<file path="src/rtl/d_mem_arb.sv">
// d_mem_arb: shares the single d_mem port between the core Q103H data access
// and one MMIO requester. The core has priority. MMIO is served when the core
// is idle. It is also served after waiting STARVE_MAX cycles, by stalling the
// core for one cycle. Memory read data returns one cycle after MemRd.
//
// Handshakes (valid/ready):
// - A request transfers in a cycle where MmioReqValid && MmioReqReady.
//   MmioReqReady is combinational and only rises in IDLE.
// - The response is held stable while MmioRspValid is high. It completes in
//   the cycle where MmioRspValid && MmioRspReady.
// - Only one MMIO transaction is outstanding at a time.
module d_mem_arb #(
  parameter int STARVE_MAX   = 8,
  parameter int STARVE_CNT_W = 4
) (
  input  logic                    QClk,
  input  logic                    RstQnnnL,
  input  logic [31:0]             CoreAdrsQ103H,
  input  logic [31:0]             CoreWrDataQ103H,
  input  logic [3:0]              CoreByteEnQ103H,
  input  logic                    CoreWrQ103H,
  input  logic                    CoreRdQ103H,
  output logic                    CoreStallQ103H,
  output logic [31:0]             CoreRdDataQ104H,
  input  logic                    MmioReqValid,
  output logic                    MmioReqReady,
  input  logic                    MmioReqWr,
  input  logic [31:0]             MmioReqAdrs,
  input  logic [31:0]             MmioReqData,
  input  logic [3:0]              MmioReqByteEn,
  output logic                    MmioRspValid,
  input  logic                    MmioRspReady,
  output logic [31:0]             MmioRspData,
  output logic [31:0]             MemAdrs,
  output logic [31:0]             MemWrData,
  output logic [3:0]              MemByteEn,
  output logic                    MemRd,
  output logic                    MemWr,
  input  logic [31:0]             MemRdData,
  output logic [1:0]              DbgState,
  output logic [STARVE_CNT_W-1:0] DbgStarveCnt
);

  typedef enum logic [1:0] {
    IDLE    = 2'd0,
    RD_WAIT = 2'd1,
    RSP     = 2'd2
  } arbState_t;

  arbState_t               state, stateNext;
  logic [STARVE_CNT_W-1:0] starveCnt;
  logic [31:0]             rspDataReg;
  logic                    coreRdQ;
  logic                    coreReq;
  logic                    starveHit;
  logic                    isIdle;
  logic                    coreRdIssue;

  assign coreReq   = CoreRdQ103H | CoreWrQ103H;
  assign starveHit = (starveCnt == STARVE_CNT_W'(STARVE_MAX));
  assign isIdle    = (state == IDLE);

  assign MmioReqReady   = isIdle & MmioReqValid & (~coreReq | starveHit);
  assign CoreStallQ103H = isIdle & MmioReqValid & coreReq & starveHit;

  // A core read reaches memory only when MMIO does not own the port this
  // cycle. A simultaneous write takes precedence over the read.
  assign coreRdIssue = ~MmioReqReady & ~CoreStallQ103H & CoreRdQ103H & ~CoreWrQ103H;

  // Memory port mux: an accepted MMIO request, else an unstalled core access, else idle.
  always_comb begin
    MemAdrs   = '0;
    MemWrData = '0;
    MemByteEn = '0;
    MemRd     = 1'b0;
    MemWr     = 1'b0;
    if (MmioReqReady) begin
      MemAdrs   = MmioReqAdrs;
      MemWrData = MmioReqData;
      MemByteEn = MmioReqByteEn;
      MemRd     = ~MmioReqWr;
      MemWr     = MmioReqWr;
    end else if (coreReq && !CoreStallQ103H) begin
      MemAdrs   = CoreAdrsQ103H;
      MemWrData = CoreWrDataQ103H;
      MemByteEn = CoreByteEnQ103H;
      MemRd     = CoreRdQ103H & ~CoreWrQ103H;
      MemWr     = CoreWrQ103H;
    end
  end

  // Remember whether the returning read data belongs to the core.
  always_ff @(posedge QClk or negedge RstQnnnL) begin
    if (!RstQnnnL) coreRdQ <= 1'b0;
    else           coreRdQ <= coreRdIssue;
  end

  assign CoreRdDataQ104H = coreRdQ ? MemRdData : 32'h0;

  // Starvation counter: count waiting MMIO cycles in IDLE, and hold while a transaction is in flight.
  always_ff @(posedge QClk or negedge RstQnnnL) begin
    if (!RstQnnnL) begin
      starveCnt <= '0;
    end else if (isIdle) begin
      if (MmioReqReady || !MmioReqValid) starveCnt <= '0;
      else if (!starveHit)               starveCnt <= starveCnt + STARVE_CNT_W'(1);
    end
  end

  // FSM state register.
  always_ff @(posedge QClk or negedge RstQnnnL) begin
    if (!RstQnnnL) state <= IDLE;
    else           state <= stateNext;
  end

  // FSM next state: accept in IDLE, capture read data in RD_WAIT, and hold the response in RSP.
  always_comb begin
    stateNext = state;
    case (state)
      IDLE:    if (MmioReqReady) stateNext = MmioReqWr ? RSP : RD_WAIT;
      RD_WAIT: stateNext = RSP;
      RSP:     if (MmioRspReady) stateNext = IDLE;
      default: stateNext = IDLE;
    endcase
  end

  // Response data: the memory word for reads, and zero for write acks.
  always_ff @(posedge QClk or negedge RstQnnnL) begin
    if (!RstQnnnL)                               rspDataReg <= 32'h0;
    else if (state == RD_WAIT)                   rspDataReg <= MemRdData;
    else if (isIdle && MmioReqReady && MmioReqWr) rspDataReg <= 32'h0;
  end

  assign MmioRspValid = (state == RSP);
  assign MmioRspData  = (state == RSP) ? rspDataReg : 32'h0;

  assign DbgState     = state;
  assign DbgStarveCnt = starveCnt;

endmodule

</file>
<file path="config.mk">
export PLATFORM = sky130hd
export DESIGN_NAME = d_mem_arb
export DESIGN_NICKNAME = d
export VERILOG_FILES = /design/src/rtl/d_mem_arb.sv
export SDC_FILE = /design/constraint.sdc
export NUM_CORES = 1
export LEC_CHECK = 0
export CORE_AREA = 2 2 123 125
export DETAILED_ROUTE_END_ITERATION = 10
export DIE_AREA = 0 0 125 127
export GPL_ROUTABILITY_DRIVEN = 0
export MAX_ROUTING_LAYER = met4
export PLACE_DENSITY_LB_ADDON = 0.25
export SKIP_LAST_GASP = 1
export SLEW_MARGIN = 5
export SYNTH_ARGS = -nofsm -noshare
export SYNTH_HDL_FRONTEND = slang
export SYNTH_SLANG_ARGS = --single-unit
export TNS_END_PERCENT = 100
</file>
<file path="constraint.sdc">
create_clock -name QClk -period 5.4 [get_ports QClk]
set_input_delay 0.81 -clock QClk [delete_from_list [all_inputs] [get_ports QClk]]
set_output_delay 0.81 -clock QClk [all_outputs]
set_load 0.02 [all_outputs]
</file>
==> results of run 1 <==
## cell usage after synthesis, types with 4 or more instances
cell                       number  share of area [%]
sky130_fd_sc_hd__a22o_1        68                 21
sky130_fd_sc_hd__and2_1        64                 14
sky130_fd_sc_hd__buf_2          5               0.88
sky130_fd_sc_hd__buf_6          7                2.8
sky130_fd_sc_hd__clkbuf_1      18                2.4
sky130_fd_sc_hd__dfrtp_1       39                 34
sky130_fd_sc_hd__inv_1          4               0.53
sky130_fd_sc_hd__nand2_1       67                8.9
sky130_fd_sc_hd__nor2_1         4               0.53
sky130_fd_sc_hd__o21ai_0       39                6.9
## state kept, by name, indices dropped and copies added (netlist names)
| register | flops |
|---|---|
| coreRdQ | 1 |
| DbgStarveCnt | 4 |
| rspDataReg | 32 |
| DbgState | 2 |
## routing by layer
metal | global-route usage [%] | share of wire [%]
met3 | 6.658 | 9.5
met2 | 31.14 | 50
met1 | 19.39 | 38
met4 | 3.725 | 1.7
met5 | - | 0
## through the flow
step	instances	worst slack (ps)	instance area (um2)
detailed placement	815	1105	6111
global route	828	956.4	6292
finish	829	1083	6295
floorplan	343	2695	2840
global placement	815	1135	6111
CTS	823	1092	6280
## area by class of cell
| type | count | share of cell area (%) |
|---|---|---|
| antenna | 6 | 0.2385 |
| tap | 184 | 3.657 |
| timing repair buffer | 320 | 50.88 |
| multi-input combinational | 268 | 26.79 |
| sequential | 39 | 15.50 |
| clock buffer | 5 | 1.988 |
| clock inverter | 3 | 0.6957 |
| inverter | 4 | 0.2385 |
## cells by family after synthesis
kind of cell	Yosys count
compound gates	115
flops	39
buf+inv	36
mux	1
simple gates	150
fa+ha+maj	2
## path summary, 6_finish.rpt
path                       slack [ps]                          to                      start
max                              1080                 MemAdrs[21]               MmioReqValid
min                               520   rspDataReg[7]$_DFFE_PN0P_  rspDataReg[7]$_DFFE_PN0P_
max reg2reg                      3220  rspDataReg[16]$_DFFE_PN0P_    DbgState[0]$_DFFE_PN0P_
min reg2reg                       520   rspDataReg[7]$_DFFE_PN0P_  rspDataReg[7]$_DFFE_PN0P_
max in group asynchronous        4180  rspDataReg[14]$_DFFE_PN0P_                   RstQnnnL
min in group asynchronous         650  rspDataReg[24]$_DFFE_PN0P_                   RstQnnnL
## tightest hold or removal path, cell delays in order, from the launching register on
cell	delay [ps]
sky130_fd_sc_hd__dfrtp_1	370
sky130_fd_sc_hd__nand2_1	50
sky130_fd_sc_hd__o21ai_0	60
## power breakdown
| part | switching (mW) | internal [mW] | total (mW) | leakage [nW] |
|---|---|---|---|---|
| Sequential | 0.0382 | 0.359 | 0.398 | 0.510 |
| Combinational | 0.247 | 0.307 | 0.554 | 2.02 |
| Clock | 0.117 | 0.218 | 0.335 | 0.0838 |
==> metrics.cfg, run 1 <==
[outcome]
result_of_the_run=completed

[critical_path]
critPathCaptureType=output port
criticalPathCategory=primary input to output port
critical_path.top_delay_family=buffers and inverters
critical_path_depth=6
timing.critical_path.from_type=primary input
arrival_ps=3510
crit_path_top_delay_cell=sky130_fd_sc_hd__a21oi_4
cp.required_ps=4590
slowest_delay_ps=630
timing.critical_path.cells=clkdlybuf4s50_1 > or3b_4 > a21oi_4 > buf_12 > a22o_1 > clkdlybuf4s50_1
path_max_fanout=42
reg2regPathDepth=3
path_buf_inv=3
cpMostUsedCell=sky130_fd_sc_hd__clkdlybuf4s50_1

[grt]
first_pass_grt_wire_length_mm=21.69
global_route.overflow_total=0
grt_max_degree=60
groute.usage.overall_pct=17.78
first_global_vias=3701
number_of_antenna_violations_at_the_first_check_in_global_routing=5

[synth]
postSynth.asyncResetShare_pct=100.0
synth.lib_cells_used.distinct=31
synth_xor_area_share_pct=0
netlist_area_um2=2840
synth_mux_area_share_pct=0.3524
synth-warning-count=0
synth_compound_area_share_pct=30.31
synth_cells=343
yosys_register_bits=39
synth_top_family_by_area=compound AO/OA/AOI/OAI gates
synth.yosys.seq_area_share_pct=34.36
synth_adder_area_share_pct=0.8811
dominantRegCellSynth=sky130_fd_sc_hd__dfrtp_1
postSynthAreaPerCell_um2=8.281
synth_simple_gate_area_share_pct=27.27
net_count_after_synthesis=520
synth-edff-count=0

[sta]
hold-worst-slack_ps=522.3
setup_viol_count_final=0
timing.final.crit_period_ps=4317
timing.final.hold_violations=0
layout_worst_path_cycle_share_pct=79.94
fmaxAchievable_mhz=231.6
finalClockSkew_ps=6.620
worst-slew-pin-transition_ps=1213
setup_tns_ps=0
rsz0062_at_grt=no
relative_slew_margins_pct=19.11
report.final.slew_viol_count=0

[detailed_routing]
postRouteAntennaNets=0
postRouteWirelength_mm=14.55
drc=0
detail_route.wl_per_cell_um=17.55
dr_total_vias=3725
drt_first_pass_iters=4
first_iter_violations=183
viasPerCell=4.493

[cts]
worstSkewPairLatency_ps=280
cts-buffers-inserted=5
cts.clk_slew.worst_paths_ps=50
cts.repair.resized=0
clock_tree.htree_level_count=2
cts_hold_repair.buffers=0
cts.repair_timing.setup_buffer_count=0
clockRootBuffer=sky130_fd_sc_hd__clkbuf_16
ctsLongestPathBuffers=2
tritoncts_clock_tree=done
cts.sinks=39

[min_path]
hp-class=flip-flop to flip-flop
hold_depth=2

[placement]
dp_hpwl_mm=11.97
io_buffers=317

[floorplanning]
core_area_um2=14420
ios=318
starting_density_pct=19.69
chipHeight_um=127
dieWidth_um=125
area_of_the_die_um2=15880
floorplan.rows=44

[cells_and_area]
final.fill_count=1447
synthToLayoutAreaGrowth_pct=121.6
drive_gt1_share_pct=2.973
multiInputGateArea_um2=1687
final_nets=815
finish.utilization_pct=43.64
layout.cells.most_common=sky130_fd_sc_hd__clkdlybuf4s50_1
seq_area_um2=975.9
mostFrequentLayoutCells=sky130_fd_sc_hd__clkdlybuf4s50_1 (316), sky130_fd_sc_hd__a22o_1 (68), sky130_fd_sc_hd__nand2_1 (67), sky130_fd_sc_hd__and2_1 (64)

[power]
p_per_area_nw_per_um2=204.4
peak_ir_drop_on_the_vdd_network_mv=0.1493
leakagePower_nw=2.611
fin_total_pwr_mw=1.287

[run]
max_cap_violations=0

No activity file was read; power rests on OpenSTA's default activity.
==> run 2: changes to the inputs <==
- CORE_AREA: 2 2 123 125 -> 2 2 124 126
- DIE_AREA: 0 0 125 127 -> 0 0 126 128
- clock period: 5.4 -> 4.3 ns (I/O delays scaled with it)
==> run 2 against run 1 <==
Effect of this change: global-route usage down 0.97 points; die area up 1.6%; setup slack worse by 840 ps; highest routed layer unchanged; register-to-register slack worse by 1000 ps.
==> metrics.cfg, run 2 (same netlist as run 1, synthesis figures left out) <==
[cts]
worstSkewPairLatency_ps=280  ; about the same
cts.repair_timing.setup_buffer_count=0  ; unchanged
cts.clk_slew.worst_paths_ps=60  ; was 50 ps
ctsLongestPathBuffers=2  ; unchanged
cts.sinks=39  ; unchanged
clock_tree.htree_level_count=2  ; unchanged
cts_hold_repair.buffers=0  ; unchanged
cts.repair.resized=0  ; unchanged
clockRootBuffer=sky130_fd_sc_hd__clkbuf_16  ; unchanged
cts-buffers-inserted=5  ; unchanged
tritoncts_clock_tree=done  ; unchanged

[sta]
relative_slew_margins_pct=18.73  ; was 19.11%
worst-slew-pin-transition_ps=1219  ; was 1213 ps
fmaxAchievable_mhz=246.6
timing.final.hold_violations=0  ; unchanged
timing.final.crit_period_ps=4055
layout_worst_path_cycle_share_pct=94.31
finalClockSkew_ps=2.877  ; was 6.620 ps
setup_tns_ps=0  ; unchanged
report.final.slew_viol_count=0  ; unchanged
rsz0062_at_grt=no  ; unchanged
setup_viol_count_final=0  ; unchanged

[cells_and_area]
synthToLayoutAreaGrowth_pct=123.0  ; was 121.6%
finish.utilization_pct=42.60  ; was 43.64%
largest_reg_flops=32  ; unchanged
layout.cells.most_common=sky130_fd_sc_hd__clkdlybuf4s50_1  ; unchanged
largest-register=rspDataReg  ; unchanged
seq_area_um2=975.9  ; unchanged
multiInputGateArea_um2=1687  ; unchanged
final.fill_count=1500  ; was 1447
final_nets=817  ; was 815
mostFrequentLayoutCells=sky130_fd_sc_hd__clkdlybuf4s50_1 (316), sky130_fd_sc_hd__a22o_1 (68), sky130_fd_sc_hd__nand2_1 (67), sky130_fd_sc_hd__and2_1 (64)  ; unchanged
drive_gt1_share_pct=3.120  ; was 2.973%

[critical_path]
critPathCaptureType=output port  ; unchanged
crit_path_top_delay_cell=sky130_fd_sc_hd__a21oi_4  ; unchanged
timing.critical_path.from_type=primary input  ; unchanged
criticalPathCategory=primary input to output port  ; unchanged
arrival_ps=3410  ; was 3510 ps
slowest_delay_ps=830  ; was 630 ps
cpMostUsedCell=sky130_fd_sc_hd__clkdlybuf4s50_1  ; unchanged
path_max_fanout=41  ; was 42
cp.required_ps=3650  ; was 4590 ps
timing.critical_path.cells=clkdlybuf4s50_1 > nor3b_2 > a21oi_4 > buf_4 > a22o_1 > clkdlybuf4s50_1  ; was clkdlybuf4s50_1 > or3b_4 > a21oi_4 > buf_12 > a22o_1 > clkdlybuf4s50_1

[power]
p_switching_mw=0.4889  ; was 0.4027 mW
peak_ir_drop_on_the_vdd_network_mv=0.1818  ; was 0.1493 mV
power_switching_share_pct=29.46  ; was 31.30%
relative_contribution_of_sequential_cells_to_total_power_pct=30.0  ; was 30.9%
leakagePower_nw=2.629  ; was 2.611 nW
intPower_mw=1.171  ; was 0.8840 mW
p_per_area_nw_per_um2=262.1  ; was 204.4 nW/um2
clock_power_share_pct=28.2  ; was 26.0%
fraction_of_power_consumed_by_combinational_cells_pct=41.8  ; was 43.1%

[grt]
first_pass_grt_wire_length_mm=20.54  ; was 21.69 mm
global_route.overflow_total=0  ; unchanged
groute.usage.overall_pct=16.81  ; was 17.78%
number_of_antenna_violations_at_the_first_check_in_global_routing=5  ; unchanged
first_global_vias=3578  ; was 3701
grt_max_degree=42  ; was 60

[floorplanning]
floorplan.rows=45  ; was 44
starting_density_pct=19.11  ; was 19.69%
area_of_the_die_um2=16130  ; was 15880 um2
ios=318  ; unchanged
chipHeight_um=128  ; was 127 um
core_area_um2=14860  ; was 14420 um2
dieWidth_um=126  ; was 125 um

[detailed_routing]
drt_first_pass_iters=4  ; unchanged
postRouteWirelength_mm=14.12  ; was 14.55 mm
postRouteAntennaNets=0  ; unchanged
dr_total_vias=3675  ; was 3725
first_iter_violations=125  ; was 183
drc=0  ; unchanged
viasPerCell=4.406  ; was 4.493
detail_route.wl_per_cell_um=16.93  ; was 17.55 um

[placement]
dp_hpwl_mm=11.81  ; was 11.97 mm
io_buffers=317  ; unchanged

[outcome]
result_of_the_run=completed  ; unchanged

[min_path]
hp-class=primary input to asynchronous set/reset pin  ; was flip-flop to flip-flop

[run]
max_cap_violations=0  ; unchanged

## run 2: cell count changes in the layout (fill, tap and decap cells not counted)
cell / previous run / this run
sky130_fd_sc_hd__buf_4: 2 / 4
sky130_fd_sc_hd__bufinv_16: 1 / 2
sky130_fd_sc_hd__clkinv_4: 1 / 0
sky130_fd_sc_hd__diode_2: 6 / 5
sky130_fd_sc_hd__clkbuf_1: 0 / 1
sky130_fd_sc_hd__clkinv_2: 1 / 0
## run 2: stage by stage
| step | instances | worst slack (ps) | area (um2) | total power, mW | hold WS, ps |
|---|---|---|---|---|---|
| 2_1_floorplan | 343 | 1788 | 2840 | 0.7980 | 349.4 |
| 3_3_place_gp | 821 | 338.2 | 6131 | 1.194 | 510.1 |
| 3_5_place_dp | 821 | 267.7 | 6131 | 1.203 | 518.9 |
| 4_1_cts | 829 | 266.0 | 6320 | 1.684 | 512.2 |
| 5_1_grt | 834 | 89.34 | 6332 | 1.758 | 539.1 |
| 6_report | 834 | 244.7 | 6332 | 1.660 | 479.8 |
## run 2: area by class of cell
class	count	area share, %
multi-input combinational	268	26.64
antenna	5	0.1976
clock buffer	6	2.035
clock inverter	2	0.9484
inverter	4	0.2371
timing repair buffer	322	50.82
sequential	39	15.41
tap	188	3.715
## run 2: worst max-delay path: cells and delay by family
kind | cells | cell delay [ps]
buffers and inverters | 3 | 1520
AO/OA/AOI/OAI | 2 | 1010
AND/OR/NAND/NOR | 1 | 210
## run 2: power groups by stage
stage	sequential [mW]	combinational, mW	clock (mW)
2_1_floorplan	0.494	0.304	0
3_3_place_gp	0.503	0.691	0
3_5_place_dp	0.505	0.698	0
4_1_cts	0.499	0.701	0.484
5_1_grt	0.513	0.743	0.502
6_report	0.498	0.693	0.468
## run 2: final timing paths
check / startpoint / end / slack (ps) / cells past startpoint
worst max-delay path: MmioReqValid / MemAdrs[30] / 240 / 6
worst min-delay path: RstQnnnL / rspDataReg[21]$_DFFE_PN0P_ / 480 / 1
worst max register to register: DbgState[0]$_DFFE_PN0P_ / rspDataReg[12]$_DFFE_PN0P_ / 2190 / 3
worst min register to register: rspDataReg[25]$_DFFE_PN0P_ / rspDataReg[25]$_DFFE_PN0P_ / 520 / 2
max in group asynchronous: RstQnnnL / rspDataReg[1]$_DFFE_PN0P_ / 3280 / 1
min in group QClk: rspDataReg[25]$_DFFE_PN0P_ / rspDataReg[25]$_DFFE_PN0P_ / 520 / 2
## run 2: layer usage
layer / track usage (%) / vias up / wire length (um)
li1: - / 1809 / -
met1: 18.40 / 1672 / 5307
met2: 29.19 / 180 / 7193
met3: 6.177 / 14 / 1417
met4: 3.943 / 0 / 204
met5: - / - / 0
